`config.mk`:
```
export PLATFORM = sky130hd
export DESIGN_NAME = ram_rd_stream
export DESIGN_NICKNAME = d
export VERILOG_FILES = /design/src/rtl/ram_rd_stream.sv
export SDC_FILE = /design/constraint.sdc
export NUM_CORES = 1
export LEC_CHECK = 0
export BUFFER_PORTS_ARGS = -buffer_cell sky130_fd_sc_hd__buf_2
export CAP_MARGIN = 40
export CORE_ASPECT_RATIO = 1.2
export CORE_MARGIN = 3
export CORE_UTILIZATION = 30
export CTS_BUF_LIST = sky130_fd_sc_hd__clkbuf_4
export CTS_CLUSTER_SIZE = 10
export DETAILED_ROUTE_END_ITERATION = 10
export GPL_TIMING_DRIVEN = 1
export PLACE_DENSITY = 0.49
export SETUP_SLACK_MARGIN = 0.05
export SLEW_MARGIN = 5
export SYNTH_ARGS = -nofsm -noshare
export SYNTH_HDL_FRONTEND = slang
export SYNTH_HIERARCHICAL = 1
export SYNTH_SLANG_ARGS = --single-unit
```
`constraint.sdc`:
```
create_clock -name AClk -period 8.9 [get_ports AClk]
set_input_delay 0.445 -clock AClk [delete_from_list [all_inputs] [get_ports AClk]]
set_output_delay 0.445 -clock AClk [all_outputs]
set_load 0.05 [all_outputs]
```
`src/rtl/ram_rd_stream.sv`:
```
// rtl/ram_rd_stream.sv - burst read engine driving one RAM port, streaming words out through a credit-limited FIFO
// Reads are only issued when the FIFO is guaranteed room for the returning word.

module ram_rd_stream_fifo #(
    parameter  int CDataLen   = 8,
    parameter  int CFifoDepth = 2,
    localparam int CPtrLen    = $clog2(CFifoDepth),
    localparam int CCntLen    = $clog2(CFifoDepth + 1)
) (
    input  logic                AClk,
    input  logic                AReset,
    input  logic                AClkEn,
    input  logic                AFlush,
    input  logic                APush,
    input  logic [CDataLen-1:0] APushData,
    input  logic                APop,
    output logic [CDataLen-1:0] AData,
    output logic                AValid,
    output logic [CCntLen-1:0]  ACount
);

    logic [CDataLen-1:0] mem [CFifoDepth];
    logic [CPtrLen-1:0]  wrPtr;
    logic [CPtrLen-1:0]  rdPtr;
    logic [CCntLen-1:0]  count;
    logic                popEff;
    logic                full;

    function automatic logic [CPtrLen-1:0] ptrInc(input logic [CPtrLen-1:0] ptr);
        return (ptr == CPtrLen'(CFifoDepth - 1)) ? '0 : ptr + CPtrLen'(1);
    endfunction

    // Head is forced to zero when empty so a flushed or reset FIFO presents clean data.
    always_comb begin
        popEff = APop && (count != '0);
        full   = (count == CCntLen'(CFifoDepth));
        AValid = (count != '0);
        AData  = (count != '0) ? mem[rdPtr] : '0;
        ACount = count;
    end

    always_ff @(posedge AClk) begin
        if (AClkEn) begin
            if (AReset || AFlush) begin
                wrPtr <= '0;
                rdPtr <= '0;
                count <= '0;
            end else begin
                if (APush) begin
                    wrPtr <= ptrInc(wrPtr);
                end
                if (popEff) begin
                    rdPtr <= ptrInc(rdPtr);
                end
                if (APush && !popEff) begin
                    count <= count + CCntLen'(1);
                end else if (!APush && popEff) begin
                    count <= count - CCntLen'(1);
                end
            end
        end
    end

    always_ff @(posedge AClk) begin
        if (AClkEn && APush && !AFlush && !AReset) begin
            mem[wrPtr] <= APushData;
        end
    end

    assert property (@(posedge AClk) disable iff (AReset)
        !(AClkEn && APush && !AFlush && full && !popEff));

endmodule

module ram_rd_stream #(
    parameter int CAddrLen   = 11,
    parameter int CDataLen   = 8,
    parameter int CLenLen    = 12,
    parameter int CFifoDepth = 2
) (
    input  logic                AClk,
    input  logic                AReset,
    input  logic                AClkEn,
    input  logic                AStart,
    input  logic [CAddrLen-1:0] AStartAddr,
    input  logic [CLenLen-1:0]  ALen,
    input  logic                AAbort,
    output logic                ABusy,
    output logic                ADone,
    output logic [CAddrLen-1:0] AMemAddr,
    output logic                AMemRdEn,
    input  logic [CDataLen-1:0] AMemMiso,
    output logic [CDataLen-1:0] AData,
    output logic                AValid,
    input  logic                AReady
);

    localparam int CCntLen = $clog2(CFifoDepth + 1);
    localparam logic [CCntLen:0] COccLimit = (CCntLen + 1)'(CFifoDepth);

    typedef enum logic [1:0] {
        SIdle  = 2'd0,
        SRun   = 2'd1,
        SDrain = 2'd2
    } TState;

    TState               state;
    TState               stateNext;
    logic [CAddrLen-1:0] addrCnt;
    logic [CLenLen-1:0]  remaining;
    logic                inFlight;
    logic [CCntLen-1:0]  fifoCount;
    logic [CCntLen:0]    occupancy;
    logic                pop;
    logic                issue;
    logic                abortNow;
    logic                startNow;
    logic                finishNow;
    logic                doneNext;

    // Occupancy counts buffered words plus the one still on its way back from the RAM.
    always_comb begin
        pop       = AValid && AReady;
        abortNow  = AAbort && (state != SIdle);
        startNow  = AStart && !AAbort && (state == SIdle);
        occupancy = {1'b0, fifoCount} + {{CCntLen{1'b0}}, inFlight} - {{CCntLen{1'b0}}, pop};
        issue     = (state == SRun) && (remaining != '0) && (occupancy < COccLimit);
        finishNow = (state == SDrain) && !AAbort && !inFlight && pop
                    && (fifoCount == CCntLen'(1));
        doneNext  = (startNow && (ALen == '0)) || finishNow;
        AMemRdEn  = issue;
        AMemAddr  = addrCnt;
        ABusy     = (state != SIdle);
    end

    always_comb begin
        stateNext = state;
        case (state)
            SIdle: begin
                if (startNow && (ALen != '0)) begin
                    stateNext = SRun;
                end
            end
            SRun: begin
                if (AAbort) begin
                    stateNext = SIdle;
                end else if (issue && (remaining == CLenLen'(1))) begin
                    stateNext = SDrain;
                end
            end
            SDrain: begin
                if (AAbort || finishNow) begin
                    stateNext = SIdle;
                end
            end
            default: stateNext = SIdle;
        endcase
    end

    always_ff @(posedge AClk) begin
        if (AClkEn) begin
            if (AReset) begin
                state <= SIdle;
            end else begin
                state <= stateNext;
            end
        end
    end

    always_ff @(posedge AClk) begin
        if (AClkEn) begin
            if (AReset) begin
                addrCnt   <= '0;
                remaining <= '0;
                inFlight  <= 1'b0;
                ADone     <= 1'b0;
            end else begin
                ADone    <= doneNext;
                inFlight <= issue && !abortNow;
                if (startNow) begin
                    addrCnt   <= AStartAddr;
                    remaining <= ALen;
                end else if (issue) begin
                    addrCnt   <= addrCnt + CAddrLen'(1);
                    remaining <= remaining - CLenLen'(1);
                end
            end
        end
    end

    // A read returning after an abort is dropped because inFlight was cleared.
    ram_rd_stream_fifo #(
        .CDataLen   (CDataLen),
        .CFifoDepth (CFifoDepth)
    ) outFifo (
        .AClk      (AClk),
        .AReset    (AReset),
        .AClkEn    (AClkEn),
        .AFlush    (abortNow),
        .APush     (inFlight),
        .APushData (AMemMiso),
        .APop      (pop),
        .AData     (AData),
        .AValid    (AValid),
        .ACount    (fifoCount)
    );

endmodule
```
==> run_results.csv, run 1 <==
group,metric,value,unit
logic_synthesis,synth_fp_nets,280,
logic_synthesis,postSynthCellCount,237,
placed_design,globalplace.congestion,0.7081,
setup_path,r2r_start,"outFifo/ACount[1]$_SDFFCE_PP0P_",
die,core,8333,um^2
die,initial_core_util,0.3152,
placed_design,hpwl,4.188,mm
layout,instances_no_fill,411,
logic_synthesis,ys_ff_latch,48,
global_routing,grt_overflow,0,
routing,drc_errors,0,
setup_path,endpoint_kind,"primary output",
sta,finalCriticalPeriod,3847,ps
pwr,internal_power,384.1,uW
sta,fin_crit_sh,0.4323,
routing,drtIter0Drc,94,
setup_path,r2r_setup_slack,5420,ps
sta,hold_viol,0,
clock_tree,cts_hold_buf,0,
setup_path,critPathLaunchType,"flop",
placed_design,dpl.cell_count,403,
clock_tree,clock_path_buffers,2,
clock_tree,cts_tree,"built",
sta,fin_setup_tns,0,ps
pwr,pwr-share-clk,0.302,
setup_path,arrival,3400,ps
pwr,seqPwrFrac,0.516,
setup_path,startpoint,"outFifo/ACount[1]$_SDFFCE_PP0P_",
clock_tree,cts.sinks,48,
pwr,power,535.3,uW
sta,fin_skew,20.79,ps
routing,via_count,1975,
logic_synthesis,ys_warn_count,6,
pwr,peakVddDrop,0.00006792,V
die,die-area,9918,um^2
pwr,powerDensity,169.6,nW/um^2
clock_tree,cts_setup_buffers,0,
logic_synthesis,synth_enable_flop_cells,47,
status,status,"finished, final reports clean",
pwr,leakage,1.167,nW
sta,finalWorstSetupSlack,5053,ps
setup_path,worstSetupPathType,"reg2out",
logic_synthesis,synth_cell_types,44,
setup_path,ff2ff_path_depth,12,
hold_path,min_path_type,"in2reg",
clock_tree,clock_latency,360,ps
run,drv_cap,0,
routing,first_pass_iters,4,
routing,finalWirelength,5.779,mm
setup_path,r2r_end,"remaining[3]$_SDFFCE_PP0P_",
global_routing,antenna_found_initial,0,
logic_synthesis,syn-mean-instance-area,11.08,um^2
global_routing,grt_max_degree,47,
sta,rsz0062_at_grt,"false",
clock_tree,cts.reportedPaths.clkPinSlew,150,ps
sta,relSlewSlack,0.5785,
setup_path,worstSetupEndpoint,"AMemRdEn",
clock_tree,cts-root-buf,"clkbuf_4",
sta,finalMaxSlewViolations,0,
clock_tree,cts_buffers,5,
pwr,switching_share,0.2825,
global_routing,track_usage,0.1185,
logic_synthesis,synth-async-reset-ratio,0,
pwr,p_switching,151.2,uW
logic_synthesis,synth_area,2626,um^2
sta,setup_viol,0,
setup_path,critical_path_required,8460,ps
routing,ant_nets,0,
die,ios,60,
pwr,p_comb_frac,0.182,
logic_synthesis,synthFlopType,"edfxtp_1",
placed_design,dp_slack,5392,ps
global_routing,grt_pass1_wl,9.377,mm
setup_path,path_max_fanout,9,
die,die_y,108.5,um
layout,drive_gt1_frac,0.2694,
layout,n_antenna_cell,0,
sta,worst_pin_slew,632.3,ps
placed_design,io_buffers,59,
logic_synthesis,synth_seq_area_share,0.5450,
routing,viasPerCell,4.805,
clock_tree,ctsResizeCount,0,
die,row_count,36,
sta,fmax,259.9,MHz
layout,nets,339,
global_routing,grt_pass1_vias,1869,
clock_tree,htreeDepth,2,
layout,area_growth,20.20,%
routing,drt-wirelength-per-cell,14.06,um
die,die_w,91.41,um
[cells in the final DEF, fill, tap and decap left out, types with 2 or more instances in the layout]
cell type / instances
ha_1: 5
a211oi_2: 2
nor3_1: 9
mux2i_1: 8
or3_1: 3
a311oi_1: 4
o21ai_0: 3
nand2b_1: 2
nand3_1: 8
nor3b_1: 2
bufinv_16: 2
clkbuf_4: 5
a21oi_1: 3
nor4_1: 5
nor2_1: 42
nand4_1: 2
a21boi_0: 2
or2_2: 2
buf_2: 59
xnor2_1: 11
buf_4: 4
edfxtp_1: 47
inv_1: 10
a211oi_1: 18
xor2_1: 7
nand2_1: 10
[sequential cells by signal, indices dropped and copies added, names as in the netlist, named ones only]
register and cells:
remaining 12, state 2, AMemAddr 11, outFifo/rdPtr 1, outFifo/wrPtr 1, outFifo/mem 16
ADone 1, inFlight 1, outFifo/ACount 2
[cell families (layout without fill, tap and decap cells)]
family | Yosys count | in the layout | synth area share
flops | 48 | 48 | 0.5450
xor+xnor | 18 | 18 | 0.06003
fa+ha+maj | 6 | 6 | 0.03144
simple gates | 96 | 96 | 0.1872
mux | 8 | 8 | 0.03049
compound gates | 40 | 40 | 0.1134
buf+inv | 21 | 81 | 0.03240
[per-layer routing]
layer  global-route usage  part of all wire
met1               0.1679              0.49
met2               0.1864              0.47
met3              0.02505             0.039
met4              0.02586            0.0080
met5                    0                 0
[power groups by stage]
stage,Clock [mW],Combinational [mW],Sequential (mW)
floorplan,0,0.0593,0.290
global placement,0,0.0973,0.281
detailed placement,0,0.0979,0.282
CTS,0.166,0.0984,0.276
global route,0.173,0.107,0.279
finish,0.162,0.0972,0.276
[worst min-delay path by stage]
| stage | from | slack [ps] | to | depth (start not counted) |
|---|---|---|---|---|
| 2_1_floorplan | outFifo/rdPtr$_SDFFCE_PP0P_ | 530 | outFifo/rdPtr$_SDFFCE_PP0P_ | 1 |
| 3_5_place_dp | outFifo/rdPtr$_SDFFCE_PP0P_ | 550 | outFifo/rdPtr$_SDFFCE_PP0P_ | 1 |
| 6_report | AMemMiso[5] | 260 | outFifo/mem[0][5]$_DFFE_PP_ | 1 |
| 4_1_cts | AMemMiso[5] | 240 | outFifo/mem[0][5]$_DFFE_PP_ | 1 |
| 3_3_place_gp | outFifo/rdPtr$_SDFFCE_PP0P_ | 540 | outFifo/rdPtr$_SDFFCE_PP0P_ | 1 |
| 5_1_grt | AMemMiso[7] | 230 | outFifo/mem[0][7]$_DFFE_PP_ | 1 |
[cell type report]
| class | instances | area [um^2] |
|---|---|---|
| clock buffers | 5 | 37.54 |
| inverters | 10 | 37.54 |
| clock inverters | 3 | 68.82 |
| repair buffers | 63 | 325.3 |
| well taps | 114 | 142.6 |
| fillers | 869 | 5176 |
| multi-input cells | 168 | 1114 |
| flip-flops and latches | 48 | 1431 |
[stage by stage]
| step | hold WS (ps) | util | cell area, um^2 |
|---|---|---|---|
| floorplan | 530.7 | - | 2626 |
| global placement | 544.4 | 0.3661 | 3050 |
| global route | 233.8 | 0.3788 | 3157 |
| detailed placement | 548.8 | 0.3661 | 3050 |
| finish | 262.3 | 0.3788 | 3157 |
| CTS | 244.3 | 0.3788 | 3157 |
[worst max-delay path, cell delays in order, from the launching register on]
cell	delay (ps)
edfxtp_1	570
nor2_1	530
inv_1	130
nand2_1	120
inv_1	80
ha_1	270
nand2b_1	150
fa_1	380
xnor2_1	170
nand3_1	120
a21o_1	200
inv_1	70
buf_2	250
[Yosys cell counts (all sizes together), types with 2 or more instances]
| master | n | share of area |
|---|---|---|
| ha | 5 | 0.024 |
| mux2i | 8 | 0.030 |
| or3 | 3 | 0.0071 |
| a21oi | 3 | 0.0057 |
| nor3 | 9 | 0.017 |
| nand2 | 10 | 0.014 |
| a311oi | 4 | 0.013 |
| nor3b | 3 | 0.010 |
| buf | 5 | 0.0095 |
| edfxtp | 47 | 0.54 |
| a21boi | 3 | 0.0086 |
| clkbuf | 6 | 0.0086 |
| xnor2 | 11 | 0.037 |
| xor2 | 7 | 0.023 |
| a211oi | 20 | 0.061 |
| nand2b | 2 | 0.0048 |
| nand3 | 8 | 0.015 |
| nand4 | 2 | 0.0048 |
| inv | 10 | 0.014 |
| or2 | 2 | 0.0048 |
| nor4 | 6 | 0.017 |
| or4b | 2 | 0.0091 |
| o21ai | 4 | 0.0076 |
| nor2 | 42 | 0.060 |
Note: power is estimated with default switching activity, not from simulation.
==> run 2, diff against run 1 <==
- PLACE_DENSITY: 0.49 -> 0.51
- clock period: 8.9 -> 3.45 ns (I/O delays scaled with it)
==> run 2 against run 1 <==
Sequential cell count is the same. Die area is the same. Combinational power grew to 2.7 times the previous value. Clock-buffer cell count is the same. Hold slack lost 120 ps. Critical path depth is the same. Clock power grew 110%. Setup slack lost 4700 ps. First-iteration DRC count shrank 19%. Via count grew 3.2%. Utilization grew 1.0 points. Routed wire length grew 2.1%. Largest power group unchanged.
==> run_results.csv, run 2 (synthesis results as in run 1) <==
group,metric,value,unit
routing,viasPerCell,4.843,
placed_design,globalplace.congestion,0.7338,
clock_tree,cts_tree,"built",
run,drv_cap,0,
routing,drc_errors,0,
placed_design,hpwl,4.139,mm
sta,finalWorstSetupSlack,386.5,ps
die,die_y,108.5,um
layout,largest_reg_flops,16,
setup_path,r2r_end,"AMemAddr[0]$_SDFFCE_PP0P_",
setup_path,critical_path_required,3280,ps
sta,worst_pin_slew,652.1,ps
placed_design,dpl.cell_count,404,
clock_tree,cts_buffers,5,
routing,drtIter0Drc,76,
status,status,"finished, final reports clean",
layout,area_growth,23.39,%
sta,fin_skew,8.557,ps
setup_path,worstSetupPathType,"reg2out",
sta,fin_setup_tns,0,ps
global_routing,grt_pass1_wl,9.453,mm
placed_design,dp_slack,409.2,ps
hold_path,min-delay-start,"AClkEn",
setup_path,cp_common_cell,"inv_1",
clock_tree,cts.sinks,48,
clock_tree,clock_latency,360,ps
hold_path,hold_depth,1,
layout,instances_no_fill,421,
routing,first_pass_iters,4,
hold_path,hold-path-endpoint,"ADone$_SDFFCE_PP0P_",
hold_path,min_path_type,"in2reg",
sta,finalCriticalPeriod,3064,ps
sta,fmax,326.4,MHz
setup_path,cp_cell_sequence,"nor2_2, inv_1, nand2_1, inv_1, ha_1, nand2b_1, fa_1, xnor2_1, nand3_1, a21o_1, inv_1, buf_2",
sta,finalMaxSlewViolations,0,
routing,drt-wirelength-per-cell,14.01,um
setup_path,r2r_start,"outFifo/ACount[0]$_SDFFCE_PP0P_",
layout,nets,349,
layout,drive_gt1_frac,0.2704,
clock_tree,clock_path_buffers,2,
pwr,leakage,1.205,nW
die,row_count,36,
routing,via_count,2039,
setup_path,r2r_setup_slack,460,ps
placed_design,io_buffers,59,
layout,mostFrequentLayoutCell,"buf_2",
sta,hold_viol,0,
global_routing,antenna_found_initial,0,
setup_path,critPathLaunchType,"flop",
layout,mostFrequentLayoutCells,"59 x buf_2, 47 x edfxtp_1, 41 x nor2_1",
global_routing,track_usage,0.1201,
pwr,peakVddDrop,0.0001743,V
die,die-area,9918,um^2
pwr,powerDensity,408.1,nW/um^2
clock_tree,cts.reportedPaths.clkPinSlew,140,ps
die,die_w,91.41,um
setup_path,slowest_stage,"edfxtp_1",
clock_tree,htreeDepth,2,
die,core,8333,um^2
layout,fill_cells,848,
setup_path,arrival,2890,ps
setup_path,ff2ff_path_depth,12,
sta,relSlewSlack,0.5652,
global_routing,grt_max_degree,47,
clock_tree,ctsResizeCount,0,
die,initial_core_util,0.3152,
setup_path,endpoint_kind,"primary output",
setup_path,path_max_fanout,7,
setup_path,cp_slowest_stage_delay,520,ps
routing,finalWirelength,5.900,mm
clock_tree,cts-root-buf,"clkbuf_4",
global_routing,grt_pass1_vias,1980,
die,ios,60,
sta,rsz0062_at_grt,"false",
global_routing,grt_overflow,0,
layout,n_antenna_cell,0,
layout,top_register,"outFifo/mem",
sta,fin_crit_sh,0.8880,
sta,setup_viol,0,
routing,ant_nets,0,
==> run 2: cell count changes in the layout (fill, tap and decap cells not counted), sizes merged <==
cell,change
bufinv,-1
clkinv,+2
inv,-1
dlygate4sd3,+8
buf,+2
==> run 2: metal layers <==
| metal | vias to the layer above | global-route usage | routed length (um) |
|---|---|---|---|
| met1 | 962 | 0.1590 | 2804 |
| met5 | - | 0 | 0 |
| met3 | 8 | 0.02644 | 270 |
| li1 | 1019 | - | - |
| met2 | 50 | 0.1948 | 2750 |
| met4 | 0 | 0.03987 | 75 |
==> run 2: how the worst max path moves through the flow <==
stage	start	end	slack, ps	depth (start not counted)
finish	outFifo/ACount[0]$_SDFFCE_PP0P_	AMemRdEn	390	12
global placement	outFifo/ACount[1]$_SDFFCE_PP0P_	AMemAddr[7]$_SDFFCE_PP0P_	490	12
global route	outFifo/ACount[0]$_SDFFCE_PP0P_	AMemRdEn	90	12
floorplan	outFifo/ACount[1]$_SDFFCE_PP0P_	AMemAddr[0]$_SDFFCE_PP0P_	70	11
CTS	outFifo/ACount[1]$_SDFFCE_PP0P_	AMemRdEn	300	12
detailed placement	outFifo/ACount[1]$_SDFFCE_PP0P_	AMemAddr[7]$_SDFFCE_PP0P_	410	12
==> run 2: cell type report <==
| type | instances | area [um^2] | area share |
|---|---|---|---|
| inverter | 10 | 37.54 | 0.01158 |
| tap | 114 | 142.6 | 0.04402 |
| timing repair buffer | 73 | 420.4 | 0.1297 |
| multi-input combinational | 168 | 1124 | 0.3467 |
| sequential | 48 | 1431 | 0.4417 |
| clock inverter | 3 | 47.55 | 0.01467 |
| clock buffer | 5 | 37.54 | 0.01158 |
==> run 2: what timing repair did <==
action	in CTS	in global routing
setup buffers	0	1
endpoints found under the setup margin	0	1
hold buffers	8	0
endpoints found under the hold margin	16	0
==> run 2: power by group <==
part           internal [mW]  total (mW)  switching [mW]
sequential             0.679       0.712          0.0332
combinational         0.0938       0.266           0.172
clock                  0.155       0.345           0.189
==> run 2: metrics by stage <==
step / cell area (um^2) / power [mW] / hold WS (ps) / util
2_1_floorplan: 2640 / 0.9037 / 271.4 / -
3_3_place_gp: 3068 / 0.9802 / 363.5 / 0.3682
3_5_place_dp: 3068 / 0.9833 / 365.7 / 0.3682
4_1_cts: 3233 / 1.337 / 129.7 / 0.3880
5_1_grt: 3241 / 1.383 / 136.7 / 0.3889
6_report: 3241 / 1.323 / 140.5 / 0.3889
==> run 2: critical path, delay by kind of cell (launching register included) <==
kind | cells | cell delay, ps
flops | 1 | 520
xor+xnor | 1 | 180
fa+ha+maj | 2 | 650
compound gates | 1 | 220
simple gates | 4 | 510
buf+inv | 4 | 460
==> run 3, diff against run 2 <==
--- a/config.mk
+++ b/config.mk
@@ -12,4 +12,5 @@
 export CORE_UTILIZATION = 30
 export CTS_BUF_LIST = sky130_fd_sc_hd__clkbuf_4
+export CTS_CLUSTER_DIAMETER = 150
 export CTS_CLUSTER_SIZE = 10
 export DETAILED_ROUTE_END_ITERATION = 10
==> constraint.sdc (replaced) <==
create_clock -name AClk -period 3.45 [get_ports AClk]
set_input_delay 0.1725 -clock AClk [delete_from_list [all_inputs] [get_ports AClk]]
set_output_delay 0.1725 -clock AClk [all_outputs]
set_load 0.1 [all_outputs]
==> run 3 against run 2 <==
First-iteration DRC count grew 14%. Global-route usage shrank 0.31 points. Sequential share of layout area decreased by 0.93 points. Maximum frequency is 0.20% lower. Cell count unchanged. Clock skew is 4.7 ps higher. Setup slack worse by 6.0 ps. Die area unchanged. Utilization increased by 0.84 points. Total power is 12% higher. Combinational power increased by 32%. Critical endpoint unchanged. Largest cell class unchanged. Largest power group unchanged. Highest routed layer unchanged.
==> run_results.csv, run 3 (synthesis results as in run 1) <==
group,metric,value,unit
placed_design,globalplace.congestion,0.7603,
setup_path,r2r_setup_slack,560,ps
routing,drtIter0Drc,87,
die,die_w,91.41,um
layout,fill_cells,838,
layout,mostFrequentLayoutCell,"buf_2",
sta,rsz0062_at_grt,"false",
routing,viasPerCell,4.748,
setup_path,cp_slowest_stage_delay,540,ps
routing,drc_errors,0,
clock_tree,clock_path_buffers,2,
layout,top_register,"outFifo/mem",
die,row_count,36,
hold_path,min_path_type,"in2reg",
placed_design,io_buffers,59,
routing,first_pass_iters,4,
layout,largest_reg_flops,16,
pwr,leakage,1.222,nW
sta,hold_viol,0,
setup_path,cp_cell_sequence,"nor2_4, clkinvlp_4, nand2_2, inv_2, ha_4, nand2b_4, fa_2, xnor2_2, nand3_2, a21o_1, inv_1, clkbuf_4",
routing,drt-wirelength-per-cell,13.60,um
global_routing,grt_overflow,0,
sta,worst_pin_slew,713.6,ps
clock_tree,cts.sinks,48,
placed_design,dpl.cell_count,404,
routing,ant_nets,0,
die,core,8333,um^2
pwr,peakVddDrop,0.0001584,V
global_routing,grt_max_degree,33,
die,die_y,108.5,um
run,drv_cap,0,
global_routing,grt_pass1_vias,1951,
setup_path,path_max_fanout,7,
die,ios,60,
die,initial_core_util,0.3152,
setup_path,critPathTopFamily,"buffers and inverters",
layout,area_growth,26.06,%
clock_tree,clock_latency,370,ps
sta,whs,139.8,ps
setup_path,critical_path_required,3280,ps
layout,mostFrequentLayoutCells,"58 x buf_2, 47 x edfxtp_1, 41 x nor2_1",
placed_design,hpwl,4.190,mm
layout,n_antenna_cell,0,
layout,instances_no_fill,421,
setup_path,cp.depth,12,
sta,fmax,325.8,MHz
die,die-area,9918,um^2
global_routing,antenna_found_initial,0,
sta,finalMaxSlewViolations,0,
setup_path,ff2ff_path_depth,12,
setup_path,worstSetupPathType,"reg2out",
routing,via_count,1999,
layout,nets,349,
hold_path,hold_depth,1,
setup_path,endpoint_kind,"primary output",
pwr,powerDensity,446.9,nW/um^2
clock_tree,cts_tree,"built",
clock_tree,htreeDepth,2,
setup_path,critPathLaunchType,"flop",
setup_path,arrival,2900,ps
routing,finalWirelength,5.727,mm
sta,fin_skew,13.21,ps
layout,multi_input_area,1166,um^2
clock_tree,cts-root-buf,"clkbuf_4",
layout,drive_gt1_frac,0.2964,
setup_path,cp_num_buf_inv,4,
sta,fin_crit_sh,0.8897,
setup_path,slowest_stage,"edfxtp_1",
clock_tree,cts.reportedPaths.clkPinSlew,140,ps
layout,fin_util,0.3973,
layout,regArea,1431,um^2
global_routing,grt_pass1_wl,9.239,mm
sta,finalCriticalPeriod,3070,ps
sta,setup_viol,0,
status,status,"finished, final reports clean",
clock_tree,cts_buffers,5,
global_routing,track_usage,0.1170,
sta,relSlewSlack,0.5243,
## run 3: cell types whose count changed in the layout (fill, tap and decap cells not counted), sizes merged
| cell | previous run | this run |
|---|---|---|
| bufinv | 1 | 2 |
| buf | 65 | 64 |
| clkbuf | 5 | 6 |
| clkinv | 2 | 0 |
| clkinvlp | 0 | 1 |
## run 3: final cells by class
class                           count  share of cell area
Sequential cell                    48              0.4323
Clock buffer                        5             0.01134
Timing Repair Buffer               73              0.1277
Inverter                           10             0.01247
Clock inverter                      3             0.02079
Multi-Input combinational cell    168              0.3522
Tap cell                          114             0.04308
## run 3: path summary, 6_finish.rpt
check                                       start                          end
setup / recovery  outFifo/ACount[0]$_SDFFCE_PP0P_                     AMemRdEn
hold / removal                             AClkEn          ADone$_SDFFCE_PP0P_
setup reg to reg  outFifo/ACount[0]$_SDFFCE_PP0P_   remaining[4]$_SDFFCE_PP0P_
hold reg to reg       outFifo/rdPtr$_SDFFCE_PP0P_  outFifo/rdPtr$_SDFFCE_PP0P_
## run 3: what timing repair did
item | 4_1_cts | 5_1_grt
gates resized for setup | 0 | 1
setup buffers | 0 | 1
endpoints found under the hold margin | 16 | 0
hold buffers | 8 | 0
setup endpoints to repair | 0 | 1
## run 3: metrics by stage
stage	setup WS [ps]	power (mW)	instance area, um^2	TNS (ps)
floorplan	-82.73	0.9928	2686	-1903
global placement	463.0	1.068	3114	0
detailed placement	418.5	1.070	3114	0
CTS	110.1	1.497	3301	0
global route	218.5	1.545	3311	0
finish	380.5	1.480	3311	0
## run 3: metal layers
layer  vias to the layer above  track usage  routed length (um)
met5                         -            0                   0
met4                         0      0.02909                  27
met3                         3      0.02992                 317
met1                       925       0.1412                2491
li1                       1017            -                   -
met2                        54       0.2078                2890
## run 3: power breakdown
part	switching (mW)	internal, mW
Sequential	0.0327	0.679
Clock	0.188	0.228
Combinational	0.252	0.100
Total	0.473	1.01
